--- src/rtl/fp8_pkg.sv ---
// Shared FP8 (1/3/4, bias 3) constants, encodings, FSM states and operand classification.
package fp8_pkg;

    localparam int unsigned EXP_W   = 3;
    localparam int unsigned MAN_W   = 4;
    localparam int unsigned BIAS    = 3;
    localparam int unsigned FP_W    = 1 + EXP_W + MAN_W;
    localparam int unsigned SIG_W   = MAN_W + 1;
    localparam int unsigned REM_W   = SIG_W + 1;
    localparam int unsigned Q_W     = MAN_W + 3;
    localparam int unsigned E_W     = EXP_W + 2;
    localparam int unsigned CNT_W   = $clog2(Q_W);
    localparam int unsigned EXP_MAX = (1 << EXP_W) - 1;

    localparam logic [FP_W-2:0] QNAN = 7'h7F;
    localparam logic [FP_W-2:0] INF  = 7'h70;
    localparam logic [FP_W-2:0] ZERO = 7'h00;

    typedef enum logic [1:0] {IDLE, DIV, NORM, DONE} state_t;

    typedef struct packed {
        logic is_nan;
        logic is_inf;
        logic is_zero;
    } fp8_class_t;

    typedef struct packed {
        logic             sign;
        logic [EXP_W-1:0] exp;
        logic [SIG_W-1:0] sig;
        fp8_class_t       cls;
    } fp8_unpacked_t;

    // Exp field 0 is flushed to zero regardless of mantissa.
    function automatic fp8_class_t classify(input logic [EXP_W-1:0] e, input logic [MAN_W-1:0] m);
        fp8_class_t c;
        c.is_nan  = (e == '1) && (m != '0);
        c.is_inf  = (e == '1) && (m == '0);
        c.is_zero = (e == '0);
        return c;
    endfunction

endpackage

--- src/rtl/adder_nbit_cin.sv ---
// Plain W-bit adder with carry in/out; subtract by feeding ~b and cin=1.
module adder_nbit_cin #(
    parameter int unsigned W = 4
) (
    input  logic [W-1:0] i_a,
    input  logic [W-1:0] i_b,
    input  logic         i_cin,
    output logic [W-1:0] o_sum_c,
    output logic         o_cout_c
);

    assign {o_cout_c, o_sum_c} = {1'b0, i_a} + {1'b0, i_b} + {{W{1'b0}}, i_cin};

endmodule

--- src/rtl/fp8_unpack.sv ---
// Splits an FP8 operand into sign/exponent/significand and tags special classes.
module fp8_unpack
    import fp8_pkg::*;
(
    input  logic [FP_W-1:0] i_x,
    output fp8_unpacked_t   o_op_c
);

    always_comb begin
        o_op_c.sign = i_x[FP_W-1];
        o_op_c.exp  = i_x[FP_W-2:MAN_W];
        o_op_c.sig  = {1'b1, i_x[MAN_W-1:0]};
        o_op_c.cls  = classify(i_x[FP_W-2:MAN_W], i_x[MAN_W-1:0]);
    end

endmodule

--- src/rtl/divider_fp8_seq.sv ---
// Sequential FP8 divider: restoring division, one quotient bit per clock,
// valid/ready on both sides, special operands resolved straight at accept.
module divider_fp8_seq
    import fp8_pkg::*;
(
    input  logic            clk,
    input  logic            rst,
    input  logic            in_valid,
    output logic            in_ready,
    input  logic [FP_W-1:0] a,
    input  logic [FP_W-1:0] b,
    output logic            out_valid,
    input  logic            out_ready,
    output logic [FP_W-1:0] result,
    output logic            flag_invalid,
    output logic            flag_divzero,
    output logic            flag_ovf,
    output logic            flag_unf
);

    state_t            r_state;
    state_t            w_state_nxt;
    logic              r_in_ready;
    logic              r_out_valid;
    logic [FP_W-1:0]   r_result;
    logic              r_flag_invalid;
    logic              r_flag_divzero;
    logic              r_flag_ovf;
    logic              r_flag_unf;
    logic              r_sign;
    logic [EXP_W-1:0]  r_ea;
    logic [EXP_W-1:0]  r_eb;
    logic [SIG_W-1:0]  r_b;
    logic [REM_W-1:0]  r_rem;
    logic [Q_W-1:0]    r_q;
    logic [CNT_W-1:0]  r_cnt;

    fp8_unpacked_t     w_ua;
    fp8_unpacked_t     w_ub;
    logic              w_accept;
    logic              w_special;
    logic              w_sign;
    logic [FP_W-2:0]   w_sp_code;
    logic              w_sp_invalid;
    logic              w_sp_divzero;

    fp8_unpack u_unpack_a (.i_x(a), .o_op_c(w_ua));
    fp8_unpack u_unpack_b (.i_x(b), .o_op_c(w_ub));

    assign w_accept  = in_valid & r_in_ready;
    assign w_sign    = w_ua.sign ^ w_ub.sign;
    assign w_special = (|w_ua.cls) | (|w_ub.cls);

    // Special-operand result, highest priority first.
    always_comb begin
        w_sp_code    = ZERO;
        w_sp_invalid = 1'b0;
        w_sp_divzero = 1'b0;
        if (w_ua.cls.is_nan || w_ub.cls.is_nan || (w_ua.cls.is_zero && w_ub.cls.is_zero)
            || (w_ua.cls.is_inf && w_ub.cls.is_inf)) begin
            w_sp_code    = QNAN;
            w_sp_invalid = 1'b1;
        end else if (w_ua.cls.is_inf) begin
            w_sp_code = INF;
        end else if (w_ub.cls.is_zero) begin
            w_sp_code    = INF;
            w_sp_divzero = 1'b1;
        end
    end

    // Restoring step: carry-out of R + ~B + 1 means R >= B.
    logic [REM_W-1:0] w_b_inv;
    logic [REM_W-1:0] w_rem_diff;
    logic [REM_W-1:0] w_rem_sel;
    logic             w_rem_ge;

    assign w_b_inv = ~REM_W'(r_b);

    adder_nbit_cin #(.W(REM_W)) u_rem_sub (
        .i_a(r_rem), .i_b(w_b_inv), .i_cin(1'b1), .o_sum_c(w_rem_diff), .o_cout_c(w_rem_ge)
    );

    assign w_rem_sel = w_rem_ge ? w_rem_diff : r_rem;

    // Normalise, round half-up, compute biased exponent.
    logic             w_q_msb;
    logic [MAN_W-1:0] w_mant_pre;
    logic             w_guard;
    logic [MAN_W-1:0] w_mant_rnd;
    logic             w_rnd_carry;
    logic [EXP_W-1:0] w_eb_inv;
    logic [EXP_W-1:0] w_esub_sum;
    logic             w_esub_cout;
    logic [E_W-1:0]   w_ediff;
    logic [E_W-1:0]   w_bias;
    logic [E_W-1:0]   w_ebias_sum;
    logic             w_ebias_cout;
    logic [E_W:0]     w_exp;
    logic             w_norm_ovf;
    logic             w_norm_unf;
    logic [FP_W-2:0]  w_norm_code;

    assign w_q_msb    = r_q[Q_W-1];
    assign w_mant_pre = w_q_msb ? r_q[MAN_W+1:2] : r_q[MAN_W:1];
    assign w_guard    = w_q_msb ? r_q[1] : r_q[0];

    adder_nbit_cin #(.W(MAN_W)) u_rnd (
        .i_a(w_mant_pre), .i_b({MAN_W{1'b0}}), .i_cin(w_guard),
        .o_sum_c(w_mant_rnd), .o_cout_c(w_rnd_carry)
    );

    assign w_eb_inv = ~r_eb;

    adder_nbit_cin #(.W(EXP_W)) u_exp_sub (
        .i_a(r_ea), .i_b(w_eb_inv), .i_cin(1'b1), .o_sum_c(w_esub_sum), .o_cout_c(w_esub_cout)
    );

    // No carry out means ea < eb: sign-extend the difference as negative.
    assign w_ediff = {{(E_W-EXP_W){~w_esub_cout}}, w_esub_sum};
    assign w_bias  = w_q_msb ? E_W'(BIAS) : E_W'(BIAS - 1);

    adder_nbit_cin #(.W(E_W)) u_exp_bias (
        .i_a(w_ediff), .i_b(w_bias), .i_cin(w_rnd_carry),
        .o_sum_c(w_ebias_sum), .o_cout_c(w_ebias_cout)
    );

    assign w_exp       = {w_ediff[E_W-1] ^ w_ebias_cout, w_ebias_sum};
    assign w_norm_ovf  = ~w_exp[E_W] & (w_exp[E_W-1:0] >= E_W'(EXP_MAX));
    assign w_norm_unf  = w_exp[E_W] | (w_exp == '0);
    assign w_norm_code = w_norm_ovf ? INF : (w_norm_unf ? ZERO : {w_exp[EXP_W-1:0], w_mant_rnd});

    // State register.
    always_ff @(posedge clk) begin
        if (rst) r_state <= IDLE;
        else     r_state <= w_state_nxt;
    end

    // Next-state logic.
    always_comb begin
        w_state_nxt = r_state;
        case (r_state)
            IDLE:    if (w_accept) w_state_nxt = w_special ? DONE : DIV;
            DIV:     if (r_cnt == CNT_W'(Q_W - 1)) w_state_nxt = NORM;
            NORM:    w_state_nxt = DONE;
            DONE:    if (out_ready) w_state_nxt = IDLE;
            default: w_state_nxt = IDLE;
        endcase
    end

    // Handshake and result registers.
    always_ff @(posedge clk) begin
        if (rst) begin
            r_in_ready     <= 1'b1;
            r_out_valid    <= 1'b0;
            r_result       <= '0;
            r_flag_invalid <= 1'b0;
            r_flag_divzero <= 1'b0;
            r_flag_ovf     <= 1'b0;
            r_flag_unf     <= 1'b0;
        end else begin
            r_in_ready  <= (w_state_nxt == IDLE);
            r_out_valid <= (w_state_nxt == DONE);
            if (r_state == IDLE && w_accept && w_special) begin
                r_result       <= {w_sign, w_sp_code};
                r_flag_invalid <= w_sp_invalid;
                r_flag_divzero <= w_sp_divzero;
                r_flag_ovf     <= 1'b0;
                r_flag_unf     <= 1'b0;
            end else if (r_state == NORM) begin
                r_result       <= {r_sign, w_norm_code};
                r_flag_invalid <= 1'b0;
                r_flag_divzero <= 1'b0;
                r_flag_ovf     <= w_norm_ovf;
                r_flag_unf     <= w_norm_unf;
            end
        end
    end

    // Operand latch and division datapath.
    always_ff @(posedge clk) begin
        if (rst) begin
            r_sign <= 1'b0;
            r_ea   <= '0;
            r_eb   <= '0;
            r_b    <= '0;
            r_rem  <= '0;
            r_q    <= '0;
            r_cnt  <= '0;
        end else if (r_state == IDLE && w_accept) begin
            r_sign <= w_sign;
            r_ea   <= w_ua.exp;
            r_eb   <= w_ub.exp;
            r_b    <= w_ub.sig;
            r_rem  <= REM_W'(w_ua.sig);
            r_q    <= '0;
            r_cnt  <= '0;
        end else if (r_state == DIV) begin
            r_rem  <= w_rem_sel << 1;
            r_q    <= {r_q[Q_W-2:0], w_rem_ge};
            r_cnt  <= r_cnt + CNT_W'(1);
        end
    end

    assign in_ready     = r_in_ready;
    assign out_valid    = r_out_valid;
    assign result       = r_result;
    assign flag_invalid = r_flag_invalid;
    assign flag_divzero = r_flag_divzero;
    assign flag_ovf     = r_flag_ovf;
    assign flag_unf     = r_flag_unf;

endmodule

--- config.mk ---
export PLATFORM = sky130hd
export DESIGN_NAME = divider_fp8_seq
export DESIGN_NICKNAME = d
export VERILOG_FILES = /design/src/rtl/fp8_pkg.sv /design/src/rtl/adder_nbit_cin.sv /design/src/rtl/fp8_unpack.sv /design/src/rtl/divider_fp8_seq.sv
export SDC_FILE = /design/constraint.sdc
export NUM_CORES = 1
export LEC_CHECK = 0
export CELL_PAD_IN_SITES_DETAIL_PLACEMENT = 2
export CELL_PAD_IN_SITES_GLOBAL_PLACEMENT = 2
export CORE_MARGIN = 2
export CORE_UTILIZATION = 25
export CTS_CLUSTER_DIAMETER = 200
export DETAILED_ROUTE_END_ITERATION = 16
export PLACE_DENSITY_LB_ADDON = 0.1
export SLEW_MARGIN = 20
export SYNTH_ARGS = -nofsm -noshare
export SYNTH_HDL_FRONTEND = slang
export SYNTH_SLANG_ARGS = --single-unit
--- constraint.sdc ---
create_clock -name clk -period 2.8 [get_ports clk]
set_input_delay 0.42 -clock clk [delete_from_list [all_inputs] [get_ports clk]]
set_output_delay 0.42 -clock clk [all_outputs]
set_load 0.02 [all_outputs]
# Yosys cells after proc, flatten, opt, wreduce, memory -nomap -nowiden
# Cells that the tools add are included.
[totals]
regBits = 44
latchBits = 0
ram_bits = 0
romBits = 0
inputBits = 20
out_inout_bits = 14
wordCells = 93
mem_count = 0
[op_classes]
add_sub_neg = 8
n_mul = 0
n_div = 0
n_lt_le_gt_ge = 1
eq_ne = 7
shift = 0
muxes = 25
bitwise_logic = 10
reduce_logical = 26
[op_table]
columns = ["cell", "count"]
rows = [
  ["$mux W7", 5],
  ["$mux W8", 2],
  ["$mux W5", 3],
  ["$eq A3 B3 Y1 const B", 3],
  ["$mux W1", 9],
  ["$logic_and A1 B1 Y1", 8],
  ["$logic_not A4 Y1", 2],
  ["$mux W2", 4],
  ["$pmux W2 S4", 1],
  ["$reduce_bool A4 Y1", 2],
  ["$add A6 B6 Y7", 1],
  ["$add A7 B1 Y7 const B", 1],
  ["$add A5 B2 Y6", 1],
  ["$add A6 B1 Y6", 1],
  ["$eq A2 B2 Y1 const B", 3],
  ["$logic_not A3 Y1", 2],
  ["$logic_not A6 Y1", 1],
  ["$not A5 Y6", 1],
  ["$reduce_or A3 Y1", 2],
  ["$add A4 B1 Y5", 1],
  ["$ge A5 B3 Y1 const B", 1],
  ["$add A3 B3 Y4", 1],
  ["$add A4 B1 Y4 const B", 1],
  ["$logic_not A2 Y1", 2],
  ["11 further kinds", 19],
]

# Logic depth before layout (Yosys ltp)
[logic_depth]
depth_word = 13
mapped_depth = 13
depth_no_buf = 12

# Modules after synthesis
# From an unflattened synthesis, not the netlist that was laid out.
[unflattened]
cells_unflattened = 341
hier_area_um2 = 2827.7
[by_module_without_submodules]
columns = ["module", "n_inst", "cells_per_inst", "area_per_inst_um2", "seq_area_each_um2"]
rows = [
  ["divider_fp8_seq", 1, 228, 1911.8, 880.8],
  ["adder_nbit_cin at u_rem_sub", 1, 28, 246.5, 0.0],
  ["fp8_unpack", 2, 15, 106.4, 0.0],
  ["adder_nbit_cin at u_exp_bias", 1, 24, 198.9, 0.0],
  ["adder_nbit_cin at u_rnd", 1, 16, 143.9, 0.0],
  ["adder_nbit_cin at u_exp_sub", 1, 15, 113.9, 0.0],
]

# Least setup slack after synthesis
# Ideal clock, no wire load.
[synth_timing]
path_type = "register to register"
startpoint = "reg r_q[6]"
endpoint = "reg r_result[1] (netlist: result[1])"
setup_time_ps = 78
t_arrival_ps = 2795
required_time_ps = 2722
setup_slack_ps = -73
path_stages_with_launch = 14
n_path_buf = 1
synth_period_minus_slack_ps = 2873
cell_sequence = "dfxtp_1 > buf_2 > mux2_2 > ha_1 > ha_1 > nand2_1 > nor2_1 > fa_1 > inv_1 > ha_1 > xnor2_1 > mux2i_1 > a31oi_1 > nor3_1"
[synth_between]
elab_chain_len = 10
elab_cells_between_ends = 16
classes_between = "add/sub: 3; order compare: 1; mux: 7; bitwise: 4; reduce/logical: 1"
[synth_rtl]
columns = ["element", "line", "text"]
rows = [
  ["start, declared", "divider_fp8_seq.sv:35", "logic [Q_W-1:0] r_q;"],
  ["start signal, assigned", "divider_fp8_seq.sv:199", "r_q <= {r_q[Q_W-2:0], w_rem_ge};"],
  ["branches (longest 7 deep; another with $add A5 B2 Y6)", "n/a", ""],
  ["$mux W7 *", "divider_fp8_seq.sv:130", "assign w_norm_code = w_norm_ovf ? INF : (w_norm_unf ? ZERO : {w_exp[EXP_W-1:0], w_mant_rnd});"],
  ["$mux W8 *", "divider_fp8_seq.sv:169", "end else if (r_state == NORM) begin"],
  ["$mux W8 *", "divider_fp8_seq.sv:163", "if (r_state == IDLE && w_accept && w_special) begin"],
  ["end signal, assigned", "divider_fp8_seq.sv:164", "r_result <= {w_sign, w_sp_code};"],
  ["end signal, assigned", "divider_fp8_seq.sv:170", "r_result <= {r_sign, w_norm_code};"],
  ["end, declared", "divider_fp8_seq.sv:25", "logic [FP_W-1:0] r_result;"],
]
# Every way passes the cells marked *. The select of a mux whose other input is x is not followed.
# A chain may end at the register's enable or synchronous reset.

# Final worst setup path
[layout_timing]
startpoint = "reg r_q[6]"
endpoint = "reg r_result[2] (netlist: result[2])"
# The elaborated chain is that of the path after synthesis.

==> results.yml <==
clock_tree:
  cts_made_buffers: 5
  cts-hold-fix-buffers: 0
  cts.sinks: 44
  cts_tree: "done"
  htree_levels: 2
  worstSkewPairLatency_ns: 0.31
  clkTransAtPathRegs_ns: 0.09
  root_buffer: "clkbuf_8"
  cts_max_path_buffers: 2
  post_cts_buffers: 0
timing:
  tightest_slew_ns: 0.508
  finClkSkew_ns: 0.00498
  fin_tns_setup_ns: 0
  max_freq_ghz: 0.389
  fin_crit_sh_pct: 91.7
  slew_headroom_pct: 66.2
  setup_viol_count_final: 0
  rsz0062_at_grt: "false"
  hold_viol: 0
  fin_crit_ns: 2.57
  finalMaxSlewViolations: 0
global_route:
  gr-usage-all-layers_pct: 14.8
  grt_pass1_wl_mm: 12.8
  grt_max_degree: 19
  grt_overflow_total: 0
  grt_antenna_before_repair: 0
  grt_pass1_vias: 2483
place:
  place.gp.congestion: 0.754
  dp_hpwl_mm: 5.75
  port_buffers: 33
logic_synthesis:
  synth_edf_count: 0
  synth_seq_area_share_pct: 35.2
  synth_ff_type: "dfxtp_1"
  yosys.area.top_type_share_pct: 35.2
  ys_types: 55
  yosys-top-cells-area: "dfxtp_1 35%, nand2_1 6.9%, ha_1 6.5%"
  netlist_instances: 304
  ys_ff_latch: 44
  synth_top_area_cell: "dfxtp_1"
  syn_area_um2: 2500
  synth_nets: 340
  syn_avg_cell_area_um2: 8.23
  synthArstFlopShare_pct: 0
  yosys_warnings: 0
cells_and_area:
  final_layout_size_suffix_gt1_share_pct: 14.6
  antenna_cells: 0
  multi_input_area_um2: 1560
  final_core_util_pct: 32.9
  syn2layout_area_growth_pct: 27.9
  regArea_um2: 887
  final_nets: 378
  fillers: 1153
status:
  status: "completed"
detailed_routing:
  drt-initial-drc-count: 38
  postRouteAntennaNets: 0
  viasPerCell: 4.84
  vias: 2305
  wl_per_cell_um: 15.9
  totalWireLength_mm: 7.59
  first_pass_iters: 4
  post-route-drc-count: 0
min_path:
  hold_path_end: "flag_invalid$_SDFFE_PP0P_"
  hold_class: "reg2reg"
  hp-start: "flag_invalid$_SDFFE_PP0P_"
  holdPathStages: 2
floorplan:
  start_util_pct: 25.7
  die_w_um: 104
  fp.coreArea_um2: 9730
  fp.dieH_um: 104
  num_rows: 36
  dieArea_um2: 10800
  pin_count: 34
setup_path:
  cp-start-kind: "flop"
  r2r_setup_slack_ns: 0.23
  crit_fanout: 4
  critPathKind: "reg2reg"
  critPathCaptureType: "flop"
  worstPathArrival_ns: 2.81
  required_ns: 3.05
  r2r_cells: 13
  rr_endpoint: "result[2]$_SDFFE_PP0P_"
  r2r-start: "r_q[6]$_SDFFE_PP0P_"
pwr:
  p_leak_nw: 1.14
  peakVddDrop_uv: 192
  power.density_nw_per_um2: 588
flow_run:
  maxCapViolCount: 0
[cells by family after synthesis]
| kind of cell | count (synthesis) | synth area share [%] |
|---|---|---|
| mux | 10 | 4.75 |
| fa+ha+maj | 16 | 8.90 |
| compound gates | 75 | 19.6 |
| xor+xnor | 8 | 3.10 |
| buf+inv | 33 | 5.45 |
| flops | 44 | 35.2 |
| simple gates | 118 | 23.0 |
[stage by stage]
| step | area [um2] | power [W] | hold slack, ns | std cells | setup WS (ns) |
|---|---|---|---|---|---|
| floorplan | 2510 | 0.00122 | 0.436 | 304 | 0.0123 |
| global placement | 3030 | 0.00146 | 0.447 | 468 | 0.0837 |
| detailed placement | 3030 | 0.00147 | 0.458 | 468 | 0.0169 |
| CTS | 3120 | 0.00190 | 0.472 | 476 | 0.0175 |
| global route | 3200 | 0.00204 | 0.497 | 476 | 0.0390 |
| finish | 3200 | 0.00188 | 0.466 | 476 | 0.232 |
[what timing repair did]
item | 4_1_cts | 5_1_grt
pin swaps | 0 | 4
gates resized for setup | 1 | 19
setup endpoints to repair | 4 | 5
[critical path: stages, from the launching register on]
cell and delay, ns:
dfxtp_4 0.38, mux2_4 0.31, ha_4 0.17, ha_4 0.15
nand2_2 0.07, nor2_2 0.05, fa_2 0.40, inv_2 0.08
ha_4 0.20, nor2b_2 0.15, mux2i_1 0.13, buf_4 0.14
nand4_1 0.09, a31oi_1 0.18
[flip-flops by register name, summed over array words and instances, names as in the netlist, 2 cells and up]
signal / count
result: 8
r_b: 5
r_eb: 3
r_state: 2
r_rem: 6
r_ea: 3
r_q: 7
r_cnt: 3
[synthesized netlist by cell type, types with 3 or more instances]
cell type and n:
o21ai_1 5, clkbuf_1 9, a31oi_1 6, a21oi_1 32, nand2_1 46, fa_1 3
xor2_1 4, nand2b_1 4, and2_1 3, nand3_1 10, buf_2 4, mux2i_1 4
nor2_1 21, or3_1 3, dfxtp_1 44, a21o_1 5, mux2_2 5, a211oi_1 5
inv_1 17, xnor2_1 3, ha_1 13, o21ai_0 6, and3_1 3, nor3_1 8
nor2b_1 5
[metal layers]
layer	part of all wire [%]	vias to the layer above	wire length [um]	GRT usage, %
li1	-	1128	-	-
met1	45	1152	3440	18.4
met2	52	18	3920	26.3
met3	1.8	7	136	2.57
met4	1.3	0	101	3.76
met5	0	-	0	0
[report_power, final]
| part | total (W) | internal (W) | switching [W] | leakage, nW |
|---|---|---|---|---|
| sequential | 0.000738 | 0.000689 | 0.0000488 | 0.361 |
| combinational | 0.000721 | 0.000317 | 0.000404 | 0.735 |
| clock | 0.000424 | 0.000175 | 0.000249 | 0.0479 |
[final cells by class]
class,count,share of cell area [%]
repair buffers,47,13.7
well taps,133,5.20
multi-input cells,227,48.6
clock buffers,5,2.15
flip-flops and latches,44,27.7
clock inverters,3,0.586
inverters,17,1.99
[layout by cell type (no fill, tap or decap), types with 3 or more instances in the layout]
| cell | synthesis | layout |
|---|---|---|
| a21o_1 | 5 | 5 |
| clkdlybuf4s50_1 | 0 | 33 |
| inv_1 | 17 | 16 |
| a211oi_1 | 5 | 5 |
| ha_4 | 0 | 3 |
| xor2_1 | 4 | 4 |
| dfxtp_1 | 44 | 41 |
| nor2_1 | 21 | 20 |
| and3_1 | 3 | 3 |
| nand2_1 | 46 | 45 |
| o21ai_1 | 5 | 5 |
| and2_1 | 3 | 3 |
| nor2b_1 | 5 | 4 |
| nand2b_1 | 4 | 4 |
| nand3_1 | 10 | 10 |
| buf_4 | 0 | 13 |
| clkbuf_8 | 0 | 5 |
| mux2_4 | 0 | 3 |
| o21ai_0 | 6 | 6 |
| ha_1 | 13 | 10 |
| a21oi_1 | 32 | 32 |
| a31oi_1 | 6 | 6 |
| mux2i_1 | 4 | 4 |
| nor3_1 | 8 | 8 |
[worst max-delay path by stage]
| stage | start | to | slack (ns) | depth (start not counted) |
|---|---|---|---|---|
| 2_1_floorplan | r_q[6]$_SDFFE_PP0P_ | result[1]$_SDFFE_PP0P_ | 0.01 | 13 |
| 3_3_place_gp | r_q[6]$_SDFFE_PP0P_ | result[2]$_SDFFE_PP0P_ | 0.08 | 13 |
| 3_5_place_dp | r_q[6]$_SDFFE_PP0P_ | result[1]$_SDFFE_PP0P_ | 0.02 | 13 |
| 4_1_cts | r_q[6]$_SDFFE_PP0P_ | result[0]$_SDFFE_PP0P_ | 0.02 | 13 |
| 5_1_grt | r_q[6]$_SDFFE_PP0P_ | result[1]$_SDFFE_PP0P_ | 0.04 | 13 |
| 6_report | r_q[6]$_SDFFE_PP0P_ | result[2]$_SDFFE_PP0P_ | 0.23 | 13 |
Power figures use the tool's default switching activity.
